**config.mk**
```make
export PLATFORM = sky130hd
export DESIGN_NAME = retospect_lif_neuron
export DESIGN_NICKNAME = d
export VERILOG_FILES = /design/src/rtl/retospect_pkg.sv /design/src/rtl/retospect_syn_adder.sv /design/src/rtl/retospect_lif_neuron.sv
export SDC_FILE = /design/constraint.sdc
export NUM_CORES = 1
export LEC_CHECK = 0
export ABC_AREA = 0
export CORE_MARGIN = 2
export CORE_UTILIZATION = 30
export CTS_CLUSTER_DIAMETER = 120
export DETAILED_ROUTE_END_ITERATION = 12
export PLACE_DENSITY_LB_ADDON = 0.05
export SLEW_MARGIN = 10
export SYNTH_ARGS = -nofsm -noshare
export SYNTH_HDL_FRONTEND = slang
export SYNTH_HIERARCHICAL = 1
export SYNTH_SLANG_ARGS = --single-unit
```
**constraint.sdc**
```tcl
create_clock -name clk -period 5.92 [get_ports clk]
set_input_delay 1.184 -clock clk [delete_from_list [all_inputs] [get_ports clk]]
set_output_delay 1.184 -clock clk [all_outputs]
set_load 0.01 [all_outputs]
```
**src/rtl/retospect_pkg.sv**
```systemverilog
`default_nettype none
// +----------------------------------------------------------------------------+
// | retospect_pkg: shared constants, default widths and neuron state encoding. |
// | Rev 1.0                                                                    |
// +----------------------------------------------------------------------------+
package retospect_pkg;

  localparam int CLOCKBUS_W = 8;
  localparam int CB_NEVER   = 0;
  localparam int CB_ALWAYS  = 1;

  localparam int W_WIDTH    = 3;
  localparam int UT_WIDTH   = 4;
  localparam int V_WIDTH    = 6;

  typedef enum logic [1:0] {
    ST_INTEGRATE  = 2'd0,
    ST_FIRE       = 2'd1,
    ST_REFRACTORY = 2'd2
  } lif_state_e;

endpackage
`default_nettype wire

```
**src/rtl/retospect_syn_adder.sv**
```systemverilog
`default_nettype none
// +----------------------------------------------------------------------------+
// | retospect_syn_adder: gates four synapse weights and adds them to the       |
// | leaked potential, clamping at the potential's maximum. Rev 1.0             |
// +----------------------------------------------------------------------------+
module retospect_syn_adder #(
  parameter int W_WIDTH = 3,
  parameter int V_WIDTH = 6
) (
  input  logic [4*W_WIDTH-1:0] i_w,
  input  logic [3:0]           i_syn,
  input  logic [V_WIDTH-1:0]   i_v,
  output logic [V_WIDTH-1:0]   o_v
);

  localparam int SUM_W = W_WIDTH + 2;
  localparam int ACC_W = ((V_WIDTH > SUM_W) ? V_WIDTH : SUM_W) + 1;
  localparam logic [ACC_W-1:0] c_vmax = {{(ACC_W-V_WIDTH){1'b0}}, {V_WIDTH{1'b1}}};

  logic [W_WIDTH-1:0] w_gated [4];
  logic [SUM_W-1:0]   w_sum;
  logic [ACC_W-1:0]   w_acc;

  for (genvar gi = 0; gi < 4; gi++) begin : g_syn
    assign w_gated[gi] = i_syn[gi] ? i_w[gi*W_WIDTH +: W_WIDTH] : '0;
  end

  // Four W-bit terms fit in W+2 bits, so the weight sum itself never overflows.
  assign w_sum = SUM_W'(w_gated[0]) + SUM_W'(w_gated[1])
               + SUM_W'(w_gated[2]) + SUM_W'(w_gated[3]);
  assign w_acc = ACC_W'(i_v) + ACC_W'(w_sum);
  assign o_v   = (w_acc > c_vmax) ? c_vmax[V_WIDTH-1:0] : w_acc[V_WIDTH-1:0];

endmodule
`default_nettype wire

```
**src/rtl/retospect_lif_neuron.sv**
```systemverilog
`default_nettype none
// +----------------------------------------------------------------------------+
// | retospect_lif_neuron: leaky integrate-and-fire neuron with one-cycle spike |
// | and refractory period. Rev 1.0                                             |
// +----------------------------------------------------------------------------+
module retospect_lif_neuron #(
  parameter int W_WIDTH  = retospect_pkg::W_WIDTH,
  parameter int UT_WIDTH = retospect_pkg::UT_WIDTH,
  parameter int V_WIDTH  = retospect_pkg::V_WIDTH,
  parameter int REFRACT  = 2
) (
  input  logic                                clk,
  input  logic                                rst_n,
  input  logic                                reset_nn,
  input  logic                                config_en,
  input  logic [4*W_WIDTH-1:0]                w,
  input  logic [UT_WIDTH-1:0]                 u_t,
  input  logic [2:0]                          decay_sel,
  input  logic [retospect_pkg::CLOCKBUS_W-1:0] clockbus,
  input  logic [3:0]                          syn_in,
  output logic                                spike_out,
  output logic [V_WIDTH-1:0]                  v_mem
);

  import retospect_pkg::*;

  localparam int CNT_W = (REFRACT > 1) ? $clog2(REFRACT) : 1;
  localparam int CMP_W = (V_WIDTH > UT_WIDTH) ? V_WIDTH : UT_WIDTH;
  localparam logic [CNT_W-1:0] c_cnt_init = CNT_W'((REFRACT > 0) ? REFRACT - 1 : 0);

  lif_state_e         r_state, w_state_nxt;
  logic [CNT_W-1:0]   r_cnt, w_cnt_nxt;
  logic [V_WIDTH-1:0] w_v_nxt;
  logic               w_spike_nxt;
  logic               w_leak;
  logic [V_WIDTH-1:0] w_v_leaked;
  logic [V_WIDTH-1:0] w_v_sum;
  logic               w_fire;

  // Leak is applied before the synaptic add and floors at zero.
  assign w_leak     = clockbus[decay_sel];
  assign w_v_leaked = (w_leak && (v_mem != '0)) ? (v_mem - V_WIDTH'(1)) : v_mem;

  retospect_syn_adder #(
    .W_WIDTH (W_WIDTH),
    .V_WIDTH (V_WIDTH)
  ) u_syn_adder (
    .i_w   (w),
    .i_syn (syn_in),
    .i_v   (w_v_leaked),
    .o_v   (w_v_sum)
  );

  assign w_fire = CMP_W'(w_v_sum) >= CMP_W'(u_t);

  always_comb begin
    w_state_nxt = r_state;
    w_cnt_nxt   = r_cnt;
    w_v_nxt     = v_mem;
    w_spike_nxt = 1'b0;
    if (reset_nn) begin
      w_state_nxt = ST_INTEGRATE;
      w_cnt_nxt   = '0;
      w_v_nxt     = '0;
    end else if (!config_en) begin
      case (r_state)
        ST_INTEGRATE: begin
          if (w_fire) begin
            w_v_nxt     = '0;
            w_spike_nxt = 1'b1;
            w_state_nxt = ST_FIRE;
          end else begin
            w_v_nxt = w_v_sum;
          end
        end
        ST_FIRE: begin
          if (REFRACT > 0) begin
            w_cnt_nxt   = c_cnt_init;
            w_state_nxt = ST_REFRACTORY;
          end else begin
            w_state_nxt = ST_INTEGRATE;
          end
        end
        ST_REFRACTORY: begin
          w_v_nxt = '0;
          if (r_cnt == '0) begin
            w_state_nxt = ST_INTEGRATE;
          end else begin
            w_cnt_nxt = r_cnt - CNT_W'(1);
          end
        end
        default: begin
          w_state_nxt = ST_INTEGRATE;
          w_cnt_nxt   = '0;
          w_v_nxt     = '0;
        end
      endcase
    end
  end

  always_ff @(posedge clk or negedge rst_n) begin
    if (!rst_n) begin
      r_state   <= ST_INTEGRATE;
      r_cnt     <= '0;
      v_mem     <= '0;
      spike_out <= 1'b0;
    end else begin
      r_state   <= w_state_nxt;
      r_cnt     <= w_cnt_nxt;
      v_mem     <= w_v_nxt;
      spike_out <= w_spike_nxt;
    end
  end

endmodule
`default_nettype wire

```
* Word level (Yosys, flattened, before mapping)
Index checks and enable logic that the tools add are counted.
** Cells by class
- Order comparisons :: 3
- Equal/unequal tests :: 7
- Reductions and logical operators :: 6
- Div/mod/pow operators :: 0
- Bitwise gates (word level) :: 0
- $mul :: 0
- Shift-type cells :: 0
- Muxes and demuxes :: 25
- Add/subtract/negate cells :: 6
** Operators with widths (number)
- $mux 6 :: 5
- $mux 3 :: 4
- $pmux 6 s2 :: 1
- $add 5x3->5 :: 2
- $mux 1 :: 8
- $mux 2 :: 4
- $add 6x5->7 :: 1
- $gt 7x6->1 const B :: 1
- $ge 6x4->1 :: 1
- $ne 2x2->1 const B :: 3
- $ne 3x3->1 const B :: 2
- $pmux 2 s3 :: 1
- $reduce_bool 6->1 :: 1
- $sub 6x1->6 const B :: 1
- $add 3x3->4 :: 1
- $lt 3x4->1 const B :: 1
- $reduce_and 2->1 :: 2
- $bmux 1 s3 :: 1
- $pmux 1 s3 :: 1
- $reduce_and 3->1 :: 1
- $eq 2x1->1 const B :: 1
- $eq 2x2->1 const B :: 1
- $logic_not 2->1 :: 1
- $logic_and 1x1->1 :: 1
- $sub 1x1->1 const B :: 1
** Word-level totals
- Flip-flop bits (word level) :: 10
- Input bits :: 35
- Memory bits (read-only) :: 0
- Latch bits :: 0
- Output and inout port bits :: 7
- RAM bits :: 0
- Word-level logic and storage cells :: 51
- Memories kept :: 0

* Longest topological paths before layout
- Depth in word-level cells :: 12
- Depth in mapped cells :: 22

* Modules after synthesis
The synthesis kept the hierarchy.
** Modules (own cells, without submodules)
- retospect_lif_neuron :: cells each 77, times used 1, area each 701.9 um^2
- retospect_syn_adder :: cells each 69, times used 1, area each 566.8 um^2

* Worst setup path before layout
No wires, ideal clock.
- Path kind :: input to register
- Start :: input port decay_sel[1]
- End :: register v_mem[2]
- Data arrival time :: 6215 ps
- Slack :: -361 ps
- Stages on the path :: 21
- Data required time :: 5854 ps
- Cell sequence :: mux2i_1 nor3b_1 or4_4 nand2_1 mux2i_1 inv_1 fa_1 fa_1 inv_1 fa_1 ha_1 inv_1 fa_1 nand2b_1 a221oi_1 o21ai_0 ha_1 a2111oi_0 o21ai_0 nor2b_1 a22o_1
** Between the ends
- Cells in the longest elaborated chain, start to end :: 12
** RTL lines
- start, declared :: RTL line retospect_lif_neuron.sv:18 : input logic [2:0] decay_sel,
- $bmux 1 s3 (*) :: RTL line retospect_lif_neuron.sv:41 : assign w_leak = clockbus[decay_sel];
- $mux 1 (implied by the code) (*) :: RTL line retospect_lif_neuron.sv:41
- $logic_and 1x1->1 (*) :: RTL line retospect_lif_neuron.sv:42 : assign w_v_leaked = (w_leak && (v_mem != '0)) ? (v_mem - V_WIDTH'(1)) : v_mem;
- $mux 6 (*) :: RTL line retospect_lif_neuron.sv:42
- net w_v_leaked[1] :: RTL line retospect_lif_neuron.sv:36 : logic [V_WIDTH-1:0] w_v_leaked;
- $add 6x5->7 (*) :: RTL line retospect_syn_adder.sv:31 : assign w_acc = ACC_W'(i_v) + ACC_W'(w_sum);
- $gt 7x6->1 :: RTL line retospect_syn_adder.sv:32 : assign o_v = (w_acc > c_vmax) ? c_vmax[V_WIDTH-1:0] : w_acc[V_WIDTH-1:0];
- $mux 6 (*) :: RTL line retospect_syn_adder.sv:32
- net w_v_sum[3] :: RTL line retospect_lif_neuron.sv:37 : logic [V_WIDTH-1:0] w_v_sum;
- $ge 6x4->1 (*) :: RTL line retospect_lif_neuron.sv:54 : assign w_fire = CMP_W'(w_v_sum) >= CMP_W'(u_t);
- $mux 6 (*) :: RTL line retospect_lif_neuron.sv:68 : if (w_fire) begin
- $pmux 6 s2 (*) :: RTL line retospect_lif_neuron.sv:66 : case (r_state)
- $mux 6 (*) :: RTL line retospect_lif_neuron.sv:65 : end else if (!config_en) begin
- $mux 6 (*) :: RTL line retospect_lif_neuron.sv:61 : if (reset_nn) begin
- end signal, assigned :: RTL line retospect_lif_neuron.sv:110 : v_mem <= w_v_nxt;
- end, declared :: RTL line retospect_lif_neuron.sv:22 : output logic [V_WIDTH-1:0] v_mem
The timed path passes the listed nets; every way through them passes the cells marked *. The select of a mux whose other input is x is not followed.
A chain may end at the register's enable or synchronous reset.

* Final worst setup path
Ends and elaborated chain as after synthesis.

==> impl_results.md <==
- Commonest cells in the netlist: 17 x inv_1, 16 x ha_1, 13 x and2_1
- Most used cell, CP: fa_1
- Starting Density: 31.5%
- Synth Cell Area: between 1000 and 1500 um^2
- First-pass GRT wire length: 5.80 mm
- CP Max Fanout: 4
- CP peak stage delay: 0.56 ns
- Row cnt: 23
- Worst-case clock buffer depth: 2
- Total grt overflow: 0
- Reg power frac: 10.5%
- Lkg Pwr: between 0.9 and 1 nW
- Core area: around 4000 um^2
- Beginning of the worst hold path: r_cnt
- Worst r2r src: v_mem[0]
- Total number of vias: about 1.2k
- Yosys reg bits: 10
- Worst-path cell chain: buf_8 > mux2i_1 > nor3_1 > or4_4 > nand2_4 > mux2i_1 > inv_1 > fa_1 > fa_1 > inv_2 > fa_1 > ha_4 > inv_2 > fa_2 > nand2b_4 > a221oi_2 > o21ai_2 > ha_1 > a2111oi_4 > o21ai_2 > nor2b_2 > a22o_1
- Combinational Power Share: 80.9%
- Final period utilization: 101%
- CTS tree: built
- Startpoint types: primary input
- CP endpoint kind: flip-flop
- R2R setup slack: 0.66 ns
- Switching power: between 0.4 and 0.5 mW
- Fin crit period: 5.99 ns
- Mean Syn Cell Area: 8.69 um^2
- Clock share of power: 8.7%
- Number of buffers created by CTS: 3
- Crit path from: decay_sel[1]
- Vias in the first global route: between 1k and 1.5k
- Share of cells above drive strength 1: 20.0%
- Yosys Warn Count: 6
- Synth Net Count: roughly 200
- Final Slew Violations: 0
- N_diodes: 0
- Max capacitance violation total: 0
- Worst EP arrival: 6.16 ns
- Worst setup margin: -0.0694 ns
- Synth top area cells: dfrtp_1 20%, ha_1 16%, fa_1 13%
- Synth Flop Type: dfrtp_1
- Top-count cell post-synth: inv_1
- Cell taking the most area after synthesis: dfrtp_1
- Clock sinks: 10
- Status: finished with violations
- Sw Ratio: 42.9%
- Failing checks: negative setup slack
- Pint: ~0.55 mW
- Final #Nets: approximately 270
- Die area: roughly 4800 um^2
- Initial antenna violation count: 0
- First drt pass iteration count: 4
- Setup violations, final: 4
- Async S/R FF share, synth: 100%
- GRT Resource Usage Total: about 14%
- Post-DR wirelength/cell: ~12 um
- Hpwl dp: approximately 2.7 mm
- Worst-margin pin slew: approximately 0.45 ns
- Die H: between 60 and 70 um
- Detail Route Antenna Nets: 0
- Global placer's final weighted congestion: about 0.78
- Worst path required time: 6.09 ns
- Post-synth EDFFs: 0
- Drt initial violations: 25
- Hold endpoint: r_state[1]
- Layout area overhead: 53.0%
- Fmax: 0.167 GHz
- DP Worst Slack: -1.00 ns
- Via-per-instance ratio: between 4 and 5
- Skew-Pair Late Insertion Delay: between 0.2 and 0.25 ns
- DIE WIDTH: between 60 and 70 um
- Area after DPL: roughly 1900 um^2
- Clock-pin slew on the worst setup and hold paths: about 0.05 ns
- Setup Crit Path Kind: in -> reg
- Post-synthesis sequential area ratio: 19.7%
- Worst reg2reg path depth: 22
- Final instance area: about 1900 um^2
- Endpoints failing hold: 0
- Mapped Cells: around 150
- Port bufs: 41
- WL final: ~3.1 mm
- Root buf cell: clkbuf_8
- Drc violations: 0
- I/O pins: 42
- Worst Hold Class: reg -> reg
- PwrDens: between 400 and 500 nW/um^2
- Worst R2R End: v_mem[2]
- Largest net degree at the start of global routing: 11
- Area share of the largest cell type after synthesis: around a fifth
- Maximum VDD drop: 0.304 mV
- Hold Crit Depth: 2
- Distinct cells, synth: 33
- Slew margin rel.: a little over two thirds
- H-tree lvl count: 1
- RSZ-0062 raised after global routing: true
- Slowest CP cell: or4_4
- Final Skew: about 0.0020 ns
[state kept, by name (all words and copies together), names as in the netlist]
name and flops:
r_cnt 1, v_mem 6, r_state 2, spike_out 1
[layout make-up]
cell class                 instances  area [um^2]
timing repair buffer              56          492
multi-input combinational        118         1020
inverter                          17         63.8
clock buffer                       4         55.1
tap                               50         62.6
sequential                        10          250
fill                             398         2090
[layout by cell type (no fill, tap or decap), types with 4 or more instances in the layout]
cell type,count
clkdlybuf4s50_1,30
inv_1,15
buf_4,15
ha_1,14
and2_1,13
nor2_1,12
nor3_1,11
dfrtp_1,10
fa_1,7
nand2_1,6
mux2i_1,5
a21oi_1,4
a22o_1,4
clkbuf_8,4
buf_2,4
[per-layer routing]
metal,global-route usage (%),up-vias,wire [um]
met4,4.79,0,19
met1,18.8,551,1490
met3,2.05,2,186
li1,-,625,-
met2,23.9,39,1430
met5,0,-,0
[critical path, delay by kind of cell]
family,cells,cell delay [ns]
muxes,2,0.36
adders and majority gates,6,2.38
buffers and inverters,4,0.22
AOI/OAI and AO/OA,5,0.93
and+or+nand+nor,5,1.06
[worst max path at each step]
stage | endpoint | slack (ns) | cells after the start
finish | v_mem[2] | -0.07 | 22
global route | v_mem[2] | -0.31 | 22
CTS | v_mem[2] | -0.21 | 22
detailed placement | v_mem[2] | -1.00 | 22
global placement | v_mem[2] | -0.83 | 22
floorplan | v_mem[2] | -0.03 | 21
[stage by stage]
step	utilization (%)	hold slack (ns)	TNS [ns]	power, mW	instances
CTS	47.5	0.564	-0.938	0.915	254
global route	48.2	0.583	-1.61	1.09	255
global placement	46.2	0.535	-4.68	0.772	249
floorplan	-	0.515	-0.101	0.546	146
detailed placement	46.2	0.556	-5.53	0.793	249
finish	48.2	0.558	-0.224	0.968	255
[power by group through the flow]
stage	Sequential [mW]	Combinational, mW	Clock [mW]
2_1_floorplan	0.101	0.445	0
3_3_place_gp	0.101	0.671	0
3_5_place_dp	0.102	0.691	0
4_1_cts	0.101	0.727	0.0869
5_1_grt	0.103	0.892	0.0912
6_report	0.101	0.783	0.0841
[repair_timing]
item,in CTS,in global routing
buffers inserted,1,1
pin swaps,17,10
endpoints found under the setup margin,6,6
hold buffers,0,0
gates resized for setup,35,10
[logic make-up after synthesis]
kind of cell	Yosys count	share of synthesized area [%]
multiplexers	7	5.72
adder cells (fa/ha/maj)	24	28.4
AND/OR/NAND/NOR	61	25.7
flip-flops	10	19.7
buffers and inverters	18	5.42
AO/OA/AOI/OAI	23	12.9
XOR/XNOR	3	2.07
Note: power is estimated with default switching activity, not from simulation.
